File: src/rtl/signed_div_pow2_pipe_if.sv
// Stream bundle for the signed divide-by-2^s pipe.
// Valid/ready rule: a beat moves on a rising edge where valid and ready are
// both 1; the producer holds its payload steady until that edge, and the
// consumer may raise or lower ready at any time.
interface signed_div_pow2_pipe_if #(
  parameter int N  = 8,
  parameter int SW = $clog2(N)
);
  logic          in_valid;
  logic          in_ready;
  logic [N-1:0]  in_data;
  logic [SW-1:0] in_shift;
  logic          in_mode;
  logic          out_valid;
  logic          out_ready;
  logic [N-1:0]  out_quot;
  logic [N-1:0]  out_rem;

  modport master (
    output in_valid, in_data, in_shift, in_mode, out_ready,
    input  in_ready, out_valid, out_quot, out_rem
  );

  modport slave (
    input  in_valid, in_data, in_shift, in_mode, out_ready,
    output in_ready, out_valid, out_quot, out_rem
  );
endinterface

File: src/rtl/signed_div_pow2_pipe.sv
// Two-stage signed divide by 2^s with floor or truncate rounding.
// Stage 1 adds the rounding bias, stage 2 shifts and forms the remainder.
module signed_div_pow2_pipe #(
  parameter int N  = 8,
  parameter int SW = $clog2(N)
) (
  input logic                  clk,
  input logic                  rst,
  signed_div_pow2_pipe_if.slave bus
);
  logic          s1_valid;
  logic [N:0]    s1_sum;
  logic [SW-1:0] s1_shift;
  logic [N-1:0]  s1_a;
  logic          out_valid_r;
  logic [N-1:0]  quot_r;
  logic [N-1:0]  rem_r;

  logic          s2_free;
  logic          in_ready_w;
  logic [SW-1:0] shift_eff;
  logic [N:0]    bias;
  logic [N:0]    sum_next;
  logic [N-1:0]  q_next;
  logic [N-1:0]  r_next;

  assign s2_free    = !out_valid_r || bus.out_ready;
  assign in_ready_w = !s1_valid || s2_free;

  // Shift codes above N-1 only exist when N is not a power of two.
  generate
    if ((1 << SW) > N) begin : g_clamp
      assign shift_eff = (bus.in_shift > SW'(N - 1)) ? SW'(N - 1) : bus.in_shift;
    end else begin : g_no_clamp
      assign shift_eff = bus.in_shift;
    end
  endgenerate

  // Negative dividends in truncate mode get 2^s-1 added so the shift rounds toward zero.
  always_comb begin
    bias = '0;
    if (bus.in_mode && bus.in_data[N-1]) begin
      bias = ((N+1)'(1) << shift_eff) - (N+1)'(1);
    end
  end

  assign sum_next = {bus.in_data[N-1], bus.in_data} + bias;
  assign q_next   = N'($signed(s1_sum) >>> s1_shift);
  assign r_next   = s1_a - (q_next << s1_shift);

  always_ff @(posedge clk) begin
    if (rst) begin
      s1_valid    <= 1'b0;
      s1_sum      <= '0;
      s1_shift    <= '0;
      s1_a        <= '0;
      out_valid_r <= 1'b0;
      quot_r      <= '0;
      rem_r       <= '0;
    end else begin
      if (s2_free) begin
        out_valid_r <= s1_valid;
        if (s1_valid) begin
          quot_r <= q_next;
          rem_r  <= r_next;
        end
      end
      if (in_ready_w) begin
        s1_valid <= bus.in_valid;
        if (bus.in_valid) begin
          s1_sum   <= sum_next;
          s1_shift <= shift_eff;
          s1_a     <= bus.in_data;
        end
      end
    end
  end

  assign bus.in_ready  = in_ready_w;
  assign bus.out_valid = out_valid_r;
  assign bus.out_quot  = quot_r;
  assign bus.out_rem   = rem_r;
endmodule
File: src/flat_wrapper.sv
// flat-port wrapper written by rule: the top's interface ports become plain ports
module signed_div_pow2_pipe_flat 
#(
  parameter int N  = 8,
  parameter int SW = $clog2(N)
)
  (clk, rst, bus_in_valid, bus_in_data, bus_in_shift, bus_in_mode, bus_out_ready, bus_in_ready, bus_out_valid, bus_out_quot, bus_out_rem);
  signed_div_pow2_pipe_if #(.N(N), .SW(SW)) bus_i ();
  input logic clk;
  input logic rst;
  input wire logic [$bits(bus_i.in_valid)-1:0] bus_in_valid;
  input wire logic [$bits(bus_i.in_data)-1:0] bus_in_data;
  input wire logic [$bits(bus_i.in_shift)-1:0] bus_in_shift;
  input wire logic [$bits(bus_i.in_mode)-1:0] bus_in_mode;
  input wire logic [$bits(bus_i.out_ready)-1:0] bus_out_ready;
  output wire logic [$bits(bus_i.in_ready)-1:0] bus_in_ready;
  output wire logic [$bits(bus_i.out_valid)-1:0] bus_out_valid;
  output wire logic [$bits(bus_i.out_quot)-1:0] bus_out_quot;
  output wire logic [$bits(bus_i.out_rem)-1:0] bus_out_rem;
  assign bus_i.in_valid = bus_in_valid;
  assign bus_i.in_data = bus_in_data;
  assign bus_i.in_shift = bus_in_shift;
  assign bus_i.in_mode = bus_in_mode;
  assign bus_i.out_ready = bus_out_ready;
  assign bus_in_ready = bus_i.in_ready;
  assign bus_out_valid = bus_i.out_valid;
  assign bus_out_quot = bus_i.out_quot;
  assign bus_out_rem = bus_i.out_rem;
  signed_div_pow2_pipe #(.N(N), .SW(SW)) u_core (.clk(clk), .rst(rst), .bus(bus_i));
endmodule
File: config.mk
export PLATFORM = sky130hd
export DESIGN_NAME = signed_div_pow2_pipe_flat
export DESIGN_NICKNAME = d
export VERILOG_FILES = /design/src/rtl/signed_div_pow2_pipe_if.sv /design/src/rtl/signed_div_pow2_pipe.sv /design/src/flat_wrapper.sv
export SDC_FILE = /design/constraint.sdc
export NUM_CORES = 1
export LEC_CHECK = 0
export CAP_MARGIN = 20
export CORE_MARGIN = 3
export CORE_UTILIZATION = 50
export CTS_CLUSTER_DIAMETER = 120
export DETAILED_ROUTE_END_ITERATION = 8
export MAX_ROUTING_LAYER = met4
export PLACE_DENSITY = 0.77
export SETUP_SLACK_MARGIN = 0.5
export SLEW_MARGIN = 20
export SYNTH_ARGS = -nofsm -noshare
export SYNTH_HDL_FRONTEND = slang
export SYNTH_SLANG_ARGS = --single-unit
File: constraint.sdc
create_clock -name clk -period 2.6 [get_ports clk]
set_input_delay 0.78 -clock clk [delete_from_list [all_inputs] [get_ports clk]]
set_output_delay 0.78 -clock clk [all_outputs]
set_load 0.01 [all_outputs]
Yosys cells after proc, flatten, opt, wreduce, memory -nomap -nowiden. Index checks and enable logic that the tools add are counted.

ROM bits: 0. Bits in latches: 0. Output and inout bits: 18. Input port bits: 16. Memory bits (writable): 0. Memories kept: 0. Register bits: 38.

Order comparisons: 0. Mux-type cells: 1. Shift operators: 3. Multiply operators: 0. Div/mod/pow operators: 0. Eq/ne operators: 0. Bitwise gates (word level): 0. Reductions and logical operators: 7. Add/sub/neg operators: 3.

Operators by type and width (count): adder 9 bit (1); two-way mux 9 bit (1); left shift 1 x 3 -> 9 bit, first input constant (1); >>> shifter 9 x 3 -> 8 bit (1); subtractor 9 x 2 -> 9 bit, second input constant (1); left shift 8 x 3 -> 8 bit (1); subtractor 8 bit (1); AND reduction 2 bit (2); zero test 1 bit (2); logical OR 1 bit (2); logical AND 1 bit (1).

Depth between registers and ports, before layout. Gate-level depths: netlist of run 1.

Depth in word-level cells: 4. Gate-level depth with buffers: 10.

Least setup slack after synthesis of run 1. No wires, ideal clock.

Path kind: input port to flip-flop. Start point: input port bus_in_shift[2]. End point: register u_core.s1_sum[8]. Stages on the path: 8. Setup time: 62 ps. Arrival time: 2515 ps. Required time: 2538 ps. Slack: 24 ps. Path through: nor3_1 -> nor2_1 -> ha_1 -> fa_1 -> a211oi_1 -> o21ai_0 -> a2111o_1 -> nand3_1.

Word-level cells in the longest chain between the ends: 4.

Ends and longest elaborated chain: start: declaration (RTL line flat_wrapper.sv:13) `input wire logic [$bits(bus_i.in_shift)-1:0] bus_in_shift;`; left shift 1 x 3 -> 9 bit (RTL line signed_div_pow2_pipe.sv:43) `bias = ((N+1)'(1) << shift_eff) - (N+1)'(1);`; subtractor 9 x 2 -> 9 bit (RTL line signed_div_pow2_pipe.sv:43); two-way mux 9 bit (RTL line signed_div_pow2_pipe.sv:42) `if (bus.in_mode && bus.in_data[N-1]) begin`; adder 9 bit (RTL line signed_div_pow2_pipe.sv:47) `assign sum_next = {bus.in_data[N-1], bus.in_data} + bias;`; end signal: assignment (RTL line signed_div_pow2_pipe.sv:71) `s1_sum <= sum_next;`; end: declaration (RTL line signed_div_pow2_pipe.sv:12) `logic [N:0] s1_sum;`.

No other way between the ends. A chain may end at the register's enable or synchronous reset.

Worst setup path after layout of run 1.
Start point: input port bus_in_shift[2]. End point: register u_core.s1_sum[6].

Same word-level chain as after synthesis.

==> out/qor.txt, run 1 <==
CP arrival = 2.52 ns
Hpwl dp = 4.37 mm
Largest net degree at the start of global routing = 26
Total CTS buffers = 5
Pleak = 1.31 nW
Via count of the first global-routing pass = 2,154
Leading cell types by count after synthesis = nand2_1, dfxtp_1, nor2_1, a21oi_1, ha_1
Max Slew Vio Count = 0
Antenna cells = 0
IO Pins = 34
Post-route ant nets = 0
Share of cells above drive strength 1 = 24.5%
Max Clk Rate = 0.438 GHz
Switching Power = 0.484 mW
Final WL = 5.97 mm
Die Wd = 76.7 microns
CTS Hold Buffers Added = 0
Mapped cell area = 0.00250 sq mm
Hold WC Path Type = register to register
CTS Buffer Depth = 2
Synth Net Count = 327
Nets = 379
# rows = 25
Crit path launch type = input pin
Clock Skews = 0.00911 ns
Seq/Total Area, Yosys = 30.5%
Async SR Flop Fraction = 0%
VDD IR max = 0.000232 V
Worst EP required = 2.83 ns
CTS sink cnt = 38
Final hold vios = 0
Crit path kind = input pin to register
Initial Util = 52.2%
Post-synth top area cell = dfxtp_1
Cell with the most instances after synthesis = nand2_1
Die area = 0.00588 sq mm
CORE AREA = 0.00479 sq mm
Total global-route track usage = 21.3%
Root buf cell = clkbuf_8
Share of the synthesized area in the top cell type = 30.5%
Clk Latency, worst-skew pair = 0.30 ns
Area Overhead vs Synth = 34.2%
Crit end category = register
Pre-CTS WS = -0.349 ns
Period utilization = 87.9%
Fin Setup TNS = 0 ns
Sw Share = 27.9%
Distinct cells, synth = 51
EDFF count, synth = 0
Synth Flop Type = dfxtp_1
Initial antenna violation count = 0
Max-cap violations = 0
Initial DRT Pass Iterations = 4
Gr ovfl total = 0
Clk slew on worst S/H paths = 0.08 ns
Ranking of synthesized cells by area = dfxtp_1, ha_1, nand2_1
Drt drc = 0
Pint = 1.25 mW
Die span in y = 76.7 microns
GPL Wtd Cong = 0.891
Avg WL per Cell = 14.4 microns
Syn avg cell area = 8.49 sq um
Clock power share = 35.1%
CTS tree = yes
Final WS setup = 0.314 ns
First-pass GRT wire length = 10.0 mm
Register share of total power = 38.5%
Post-synthesis cell count = 294
Yosys warns = 0
Finish-stage setup viols = 0
Status = finished clean
PD cells = 517 mW/mm^2
Pwr Total = 1.73 mW
CTS H-Tree Depth = 2
Crit path max fanout = 2
Fin crit period = 2.29 ns
Routed via count = 2,318
Via density = 5.60
Port Buffers = 33
RSZ-0062 raised after global routing = yes
Yosys reg bits = 38
Gate power share = 26.4%
Iter 0 DRT Violations = 191
## critical path, stage by stage
cell and delay (ns):
buf_8 0.10, nor3_4 0.15, nor2_1 0.06, ha_2 0.19, fa_2 0.39, a211oi_4 0.29
buf_6 0.15, o21bai_4 0.05, a211o_1 0.29, nand4_1 0.06
## cell usage in the layout (no fill, tap or decap), types with 7 or more instances in the layout
cell and n:
ha_1 8, clkdlybuf4s50_1 22, nand3b_1 8, buf_4 28, o21a_1 9, a21oi_1 22, inv_1 7, a211oi_1 10
nor2_1 25, nand2_1 41, dfxtp_1 35
## power groups by stage
stage                     clock [mW]  sequential, mW  combinational [mW]
after floorplan                    0           0.674               0.273
after global placement             0           0.675               0.416
after detailed placement           0           0.678               0.425
after CTS                      0.615           0.664               0.430
after global routing           0.642           0.673               0.504
final                          0.607           0.666               0.458
## timing repair
item | CTS | global route
buffers inserted | 3 | 2
gates resized for setup | 35 | 31
cloned | 0 | 0
endpoints found under the setup margin | 9 | 10
pin swaps | 10 | 14
## metrics by stage
step	instances	util [%]	cell area [sq um]	hold slack (ns)
2_1_floorplan	294	-	2550	0.436
5_1_grt	414	70.0	3350	0.488
3_3_place_gp	401	64.3	3080	0.440
3_5_place_dp	401	64.3	3080	0.443
4_1_cts	412	67.6	3240	0.453
6_report	414	70.0	3350	0.451
## cell type report
type                       count  area [sq um]
fill                         383          1430
tap                           67          83.8
sequential                    38           764
clock buffer                   5          68.8
clock inverter                 3          68.8
multi-input combinational    229          1760
timing repair buffer          64           578
inverter                       8          32.5
## path summary, 6_finish.rpt
| path | from | slack, ns | endpoint | depth (start not counted) |
|---|---|---|---|---|
| hold reg to reg | u_core.bus.out_quot[6]$_SDFFE_PP0P_ | 0.45 | u_core.bus.out_quot[6]$_SDFFE_PP0P_ | 2 |
| hold / removal | u_core.bus.out_quot[6]$_SDFFE_PP0P_ | 0.45 | u_core.bus.out_quot[6]$_SDFFE_PP0P_ | 2 |
| setup / recovery | bus_in_shift[2] | 0.31 | u_core.s1_sum[6]$_SDFFE_PP0P_ | 10 |
| setup reg to reg | u_core.s1_shift[2]$_SDFFE_PP0P_ | 0.63 | u_core.bus.out_rem[4]$_SDFFE_PP0P_ | 7 |
## registers in the layout (all words and copies together) (netlist names)
| signal | cells |
|---|---|
| u_core.bus.out_quot | 8 |
| u_core.bus.out_rem | 8 |
| u_core.bus.out_valid | 1 |
| u_core.s1_a | 8 |
| u_core.s1_shift | 3 |
| u_core.s1_sum | 9 |
| u_core.s1_valid | 1 |
## cell families (layout without fill, tap and decap cells)
group	count (synthesis)	in the layout	share of synthesized area [%]
xor+xnor	3	3	1.05
flops	38	38	30.5
mux	12	12	7.82
buf+inv	27	80	5.51
other cells	1	1	0.150
compound gates	80	80	21.8
simple gates	116	116	24.1
fa+ha+maj	17	17	9.12
## per-layer routing
metal  part of all wire, %  track usage [%]
met5                     0                -
met3                   4.4             3.40
met1                    45             27.4
met4                   1.6             6.16
met2                    49             34.8
Power figures use the tool's default switching activity.
==> run 2: changes to the inputs <==
- CORE_ASPECT_RATIO: default -> 0.5
- CORE_MARGIN: 3 -> 8
==> run 2 against run 1 <==
  * Combinational power fell by 1%
  * Power shrank 11%
  * Sequential cell count did not move
  * Setup slack worse by 0.031 ns
  * Global-route usage down 3.5 points
  * Clock skew decreased by 0.0048 ns
  * Via count is 2.7% higher
  * First-iteration DRC count rose by 17%
  * Utilization shrank 3.1 points
  * Clock power down 30%
  * Highest routed layer unchanged
==> out/qor.txt, run 2 (synthesis results as in run 1) <==
Status = finished clean
Gr ovfl total = 0 (unchanged)
Clk slew on worst S/H paths = 0.08 ns (about the same)
GPL Wtd Cong = 0.852 (-4.3%)
Register share of total power = 43.3% (+4.8 points)
Most frequent cells in the layout = nand2_1, dfxtp_1, buf_4
Final hold vios = 0 (unchanged)
Worst EP required = 2.83 ns (about the same)
Final instance area = 0.00326 sq mm (-2.8%)
Period utilization = 89.1% (+1.2 points)
VDD IR max = 0.000244 V (+5.3%)
Share of cells above drive strength 1 = 23.2% (-1.3 points)
Iter 0 DRT Violations = 224 (+17%)
Die Wd = 116 microns (+51%)
Hold slack final = 0.455 ns (+0.00352 ns)
Most common cell after layout, fill and taps aside = nand2_1
Hold WC Path Type = register to register
Grt met2 use = 28.0% (-6.7 points)
RSZ-0062 raised after global routing = yes
Die area = 0.00765 sq mm (+30%)
IO Pins = 34 (unchanged)
Fillers = 392 (+2.3%)
Port Buffers = 33 (unchanged)
Final WS setup = 0.283 ns (-0.0311 ns)
Total global-route track usage = 17.8% (-3.5 points)
GR Layer Usage met3 = 2.64% (-0.76 points)
Pleak = 1.28 nW (-2.6%)
Initial antenna violation count = 0 (unchanged)
Fin crit period = 2.32 ns (+0.0311 ns)
CTS tree = yes
Clk Latency, worst-skew pair = 0.29 ns (about the same)
# rows = 18 (-28%)
Crit end category = register
Clock power share = 27.4% (-7.7 points)
Pwr Total = 1.55 mW (-11%)
Global route hottest layer = met2
Flip-flop count of the largest register after layout = 9 (unchanged)
Via count of the first global-routing pass = 2,224 (+3.2%)
Antenna cells = 0 (unchanged)
Total CTS buffers = 5 (unchanged)
Clock Skews = 0.00433 ns (-0.00478 ns)
Post-route ant nets = 0 (unchanged)
Root buf cell = clkbuf_8
CTS Buffer Depth = 2 (unchanged)
Nets = 381 (+0.53%)
CTS sink cnt = 38 (unchanged)
Sw Share = 30.6% (+2.6 points)
Largest net degree at the start of global routing = 31 (+19%)
Area Overhead vs Synth = 30.4%
Max Clk Rate = 0.432 GHz (-1.3%)
Placed cell area = 0.00307 sq mm (-0.12%)
Hold Path Stages = 2 (unchanged)
Pre-CTS WS = -0.361 ns (-0.0115 ns)
CORE AREA = 0.00486 sq mm (+1.6%)
Switching Power = 0.473 mW (-2.3%)
Met1 Usage GRT = 23.3% (-4.1 points)
Finished Core Util = 66.9% (-3.1 points)
Die span in y = 66.0 microns (-14%)
Finish-stage setup viols = 0 (unchanged)
Crit path max fanout = 3 (+1)
Pint = 1.07 mW (-14%)
Routed via count = 2,381 (+2.7%)
Drt drc = 0 (unchanged)
Max-cap violations = 0 (unchanged)
CTS H-Tree Depth = 2 (unchanged)
CP arrival = 2.55 ns (+0.03 ns)
Hpwl dp = 4.85 mm (+11%)
Crit path kind = input pin to register
Final WL = 6.44 mm (+8.0%)
PD cells = 475 mW/mm^2 (-8.1%)
Avg WL per Cell = 15.4 microns (+6.7%)
Via density = 5.68 (+1.5%)
Worst R2R Path Depth = 7 (unchanged)
Initial DRT Pass Iterations = 5 (+1)
Gate power share = 29.3% (+2.9 points)
Max Slew Vio Count = 0 (unchanged)
Crit path launch type = input pin
First-pass GRT wire length = 10.8 mm (+7.7%)
Largest Register = u_core.s1_sum
Initial Util = 51.3% (-0.85 points)
CTS Hold Buffers Added = 0 (unchanged)
R2r setup slk = 0.55 ns (-0.08 ns)
==> run 2: changes by cell type in the layout (fill, tap and decap cells not counted), moves of 2 or more <==
cell and delta:
a21oi_1 +2, a21oi_2 -2, buf_4 +2, bufinv_16 -2
nor2_2 +2, nor2_4 -2, o21ai_0 +2
==> run 2: per-stage QoR <==
step | cells | TNS (ns)
after floorplan | 294 | 0
after CTS | 416 | 0
after global routing | 419 | 0
after global placement | 403 | -1.24
after detailed placement | 403 | -1.69
final | 419 | 0
==> run 2: final cells by class <==
| type | count | area (sq um) | area share [%] |
|---|---|---|---|
| Tap cell | 70 | 87.6 | 2.69 |
| Multi-Input combinational cell | 229 | 1700 | 52.1 |
| Sequential cell | 38 | 764 | 23.5 |
| Clock buffer | 6 | 82.6 | 2.54 |
| Timing Repair Buffer | 66 | 584 | 17.9 |
| Inverter | 8 | 30.0 | 0.922 |
| Clock inverter | 2 | 12.5 | 0.384 |
==> run 2: path summary, 6_finish.rpt <==
kind / startpoint / endpoint
max: bus_in_shift[2] / u_core.s1_sum[6]$_SDFFE_PP0P_
min: u_core.bus.out_rem[2]$_SDFFE_PP0P_ / u_core.bus.out_rem[2]$_SDFFE_PP0P_
max reg2reg: u_core.s1_shift[1]$_SDFFE_PP0P_ / u_core.bus.out_rem[4]$_SDFFE_PP0P_
min reg2reg: u_core.bus.out_rem[2]$_SDFFE_PP0P_ / u_core.bus.out_rem[2]$_SDFFE_PP0P_
==> run 2: timing repair <==
action | CTS | global route
endpoints found under the setup margin | 11 | 9
pin swaps | 11 | 15
buffers inserted | 5 | 3
gates resized for setup | 32 | 16
==> run 2: layer usage <==
layer | routed length [microns] | part of all wire (%)
met4 | 62 | 0.96
met5 | 0 | 0
met3 | 422 | 6.6
met1 | 3080 | 48
met2 | 2880 | 45
==> run 2: power by group through the flow <==
stage	sequential, mW	clock, mW	combinational [mW]
after CTS	0.668	0.428	0.440
final	0.670	0.424	0.453
after detailed placement	0.680	0	0.430
after floorplan	0.674	0	0.273
after global routing	0.677	0.458	0.498
after global placement	0.678	0	0.418
==> run 2: worst max-delay path, cell delays in order <==
cell	delay, ns
buf_6	0.10
nor3_2	0.15
nor2_1	0.06
ha_2	0.18
fa_2	0.37
a211oi_2	0.31
buf_4	0.17
o21bai_1	0.08
a211o_1	0.29
nand4_1	0.07
==> run 3: changes to the inputs <==
- CORE_UTILIZATION: 50 -> 55
- PLACE_DENSITY: 0.77 -> 0.9
- clock period: 2.6 -> 2.5 ns (I/O delays scaled with it)
==> run 3 against run 2 <==
  * Clock skew increased by 0.014 ns
  * Count of clock-buffer cells in the layout unchanged
  * Utilization increased by 13 points
  * Power increased by 13%
  * Clock power increased by 8.3%
  * First-iteration DRC count increased by 35%
==> out/qor.txt, run 3 (synthesis results as in run 1) <==
Routed via count = 2,752 (+16%)
Crit end category = register
Max-cap violations = 0 (unchanged)
Finish-stage setup viols = 0 (unchanged)
Total CTS buffers = 5 (unchanged)
Crit path kind = input pin to register
CTS sink cnt = 38 (unchanged)
Drt drc = 0 (unchanged)
Flip-flop count of the largest register after layout = 9 (unchanged)
Post-route ant nets = 0 (unchanged)
Placed cell count = 394 (-2.2%)
First-pass GRT wire length = 12.7 mm (+18%)
Hold WC Path Type = register to register
Via count of the first global-routing pass = 2,565 (+15%)
Share of cells above drive strength 1 = 30.5% (+7.3 points)
Final WS setup = 0.189 ns (-0.0948 ns)
Via density = 6.54 (+15%)
Antenna cells = 0 (unchanged)
Hpwl dp = 5.13 mm (+5.7%)
M1 WL = 3.48 mm (+13%)
Gr ovfl total = 0 (unchanged)
Crit path launch type = input pin
# rows = 17 (-1)
Die span in y = 63.7 microns (-3.5%)
Final instance area = 0.00350 sq mm (+7.5%)
Final WL = 9.15 mm (+42%)
Final hold vios = 0 (unchanged)
Fillers = 228 (-42%)
Fin crit period = 2.31 ns
CTS Buffer Depth = 2 (unchanged)
GPL Wtd Cong = 0.869 (+1.9%)
Max incr delay on CP = 0.36 ns (about the same)
Finished Core Util = 79.9% (+13 points)
CP delay by family, top = compound AO/OA/AOI/OAI gates
Top layer in use = met4
Register area = 773 sq um (+1.1%)
Nets = 396 (+3.9%)
VDD IR max = 0.000271 V (+11%)
Most frequent cells in the layout = nand2_1, buf_4, dfxtp_1
Crit path max fanout = 2 (-1)
CTS H-Tree Depth = 2 (unchanged)
Clk Latency, worst-skew pair = 0.30 ns (about the same)
Hold slack final = 0.472 ns (+0.0170 ns)
Clk slew on worst S/H paths = 0.09 ns (about the same)
IO Pins = 34 (unchanged)
Worst Path Buf+Inv = 2 (unchanged)
Fin Setup TNS = 0 ns (unchanged)
Clock Skews = 0.0184 ns (+0.0140 ns)
CP arrival = 2.56 ns (about the same)
Layout Cells excl Fill = 421 (+0.48%)
Critical path's slowest cell = fa_2
Area Overhead vs Synth = 40.1%
Largest Register = u_core.s1_sum
Placed cell area = 0.00307 sq mm (about the same)
Total global-route track usage = 21.9% (+4.1 points)
Status = finished clean
Initial antenna violation count = 0 (unchanged)
Max Slew Vio Count = 0 (unchanged)
CTS tree = yes
Worst path cell trace = buf_8 > nor3_4 > nor2_2 > ha_2 > fa_2 > a211oi_2 > buf_4 > o21bai_1 > a211o_1 > nand4_1
Port Buffers = 33 (unchanged)
Avg WL per Cell = 21.7 microns (+41%)
CTS Hold Buffers Added = 0 (unchanged)
Routed wl met2 = 4.22 mm (+47%)
Pre-CTS WS = -0.418 ns (-0.0573 ns)
Die Wd = 111 microns (-4.0%)
Max Clk Rate = 0.433 GHz
RSZ-0062 raised after global routing = yes
Initial Util = 57.0% (+5.7 points)
CORE AREA = 0.00438 sq mm (-9.9%)
PD cells = 498 mW/mm^2 (+4.9%)
Iter 0 DRT Violations = 302 (+35%)
Period utilization = 92.5%
Die area = 0.00708 sq mm (-7.4%)
Root buf cell = clkbuf_8
Largest net degree at the start of global routing = 25 (-19%)
Initial DRT Pass Iterations = 6 (+1)
Met3 WL = 969 microns (+130%)
Pleak = 1.38 nW (+8.1%)
Pwr Total = 1.74 mW (+13%)
Area of the multi-input gates = 0.00181 sq mm (+7.0%)
Worst EP required = 2.75 ns (-0.08 ns)
-- run 3: layout make-up --
| class | count | share of cell area, % |
|---|---|---|
| repair buffers | 81 | 20.4 |
| flip-flops and latches | 38 | 22.1 |
| well taps | 57 | 2.04 |
| clock inverters | 2 | 0.358 |
| multi-input cells | 229 | 51.8 |
| clock buffers | 6 | 2.36 |
| inverters | 8 | 0.930 |
-- run 3: layer usage --
layer / vias to the layer above / GRT usage, %
met5: - / -
met4: 0 / 10.4
met3: 59 / 5.57
met2: 228 / 35.5
met1: 1250 / 25.0
li1: 1215 / -
-- run 3: worst reg2reg max path, stage by stage, from the launching register on --
cell      delay (ns)
dfxtp_4         0.38
buf_4           0.15
nor4b_4         0.24
ha_2            0.26
nor2b_2         0.06
o31a_1          0.35
buf_4           0.16
a211oi_1        0.25
o21ba_2         0.17
-- run 3: repair_timing --
action / 4_1_cts / 5_1_grt
resized for setup: 57 / 25
buffers inserted: 9 / 10
endpoints found under the setup margin: 14 / 16
pin swaps: 18 / 14
gates cloned: 0 / 0
-- run 3: power breakdown --
| part | switching (mW) | leakage [nW] | internal, mW |
|---|---|---|---|
| sequential | 0.0581 | 0.315 | 0.649 |
| combinational | 0.288 | 1.02 | 0.290 |
| clock | 0.237 | 0.0472 | 0.222 |
-- run 3: final timing paths --
path	cells after the start	from	end	slack (ns)
max	10	bus_in_shift[2]	u_core.s1_sum[6]$_SDFFE_PP0P_	0.19
min	2	u_core.bus.out_rem[2]$_SDFFE_PP0P_	u_core.bus.out_rem[2]$_SDFFE_PP0P_	0.47
max reg2reg	8	u_core.s1_shift[1]$_SDFFE_PP0P_	u_core.bus.out_rem[3]$_SDFFE_PP0P_	0.44
min reg2reg	2	u_core.bus.out_rem[2]$_SDFFE_PP0P_	u_core.bus.out_rem[2]$_SDFFE_PP0P_	0.47
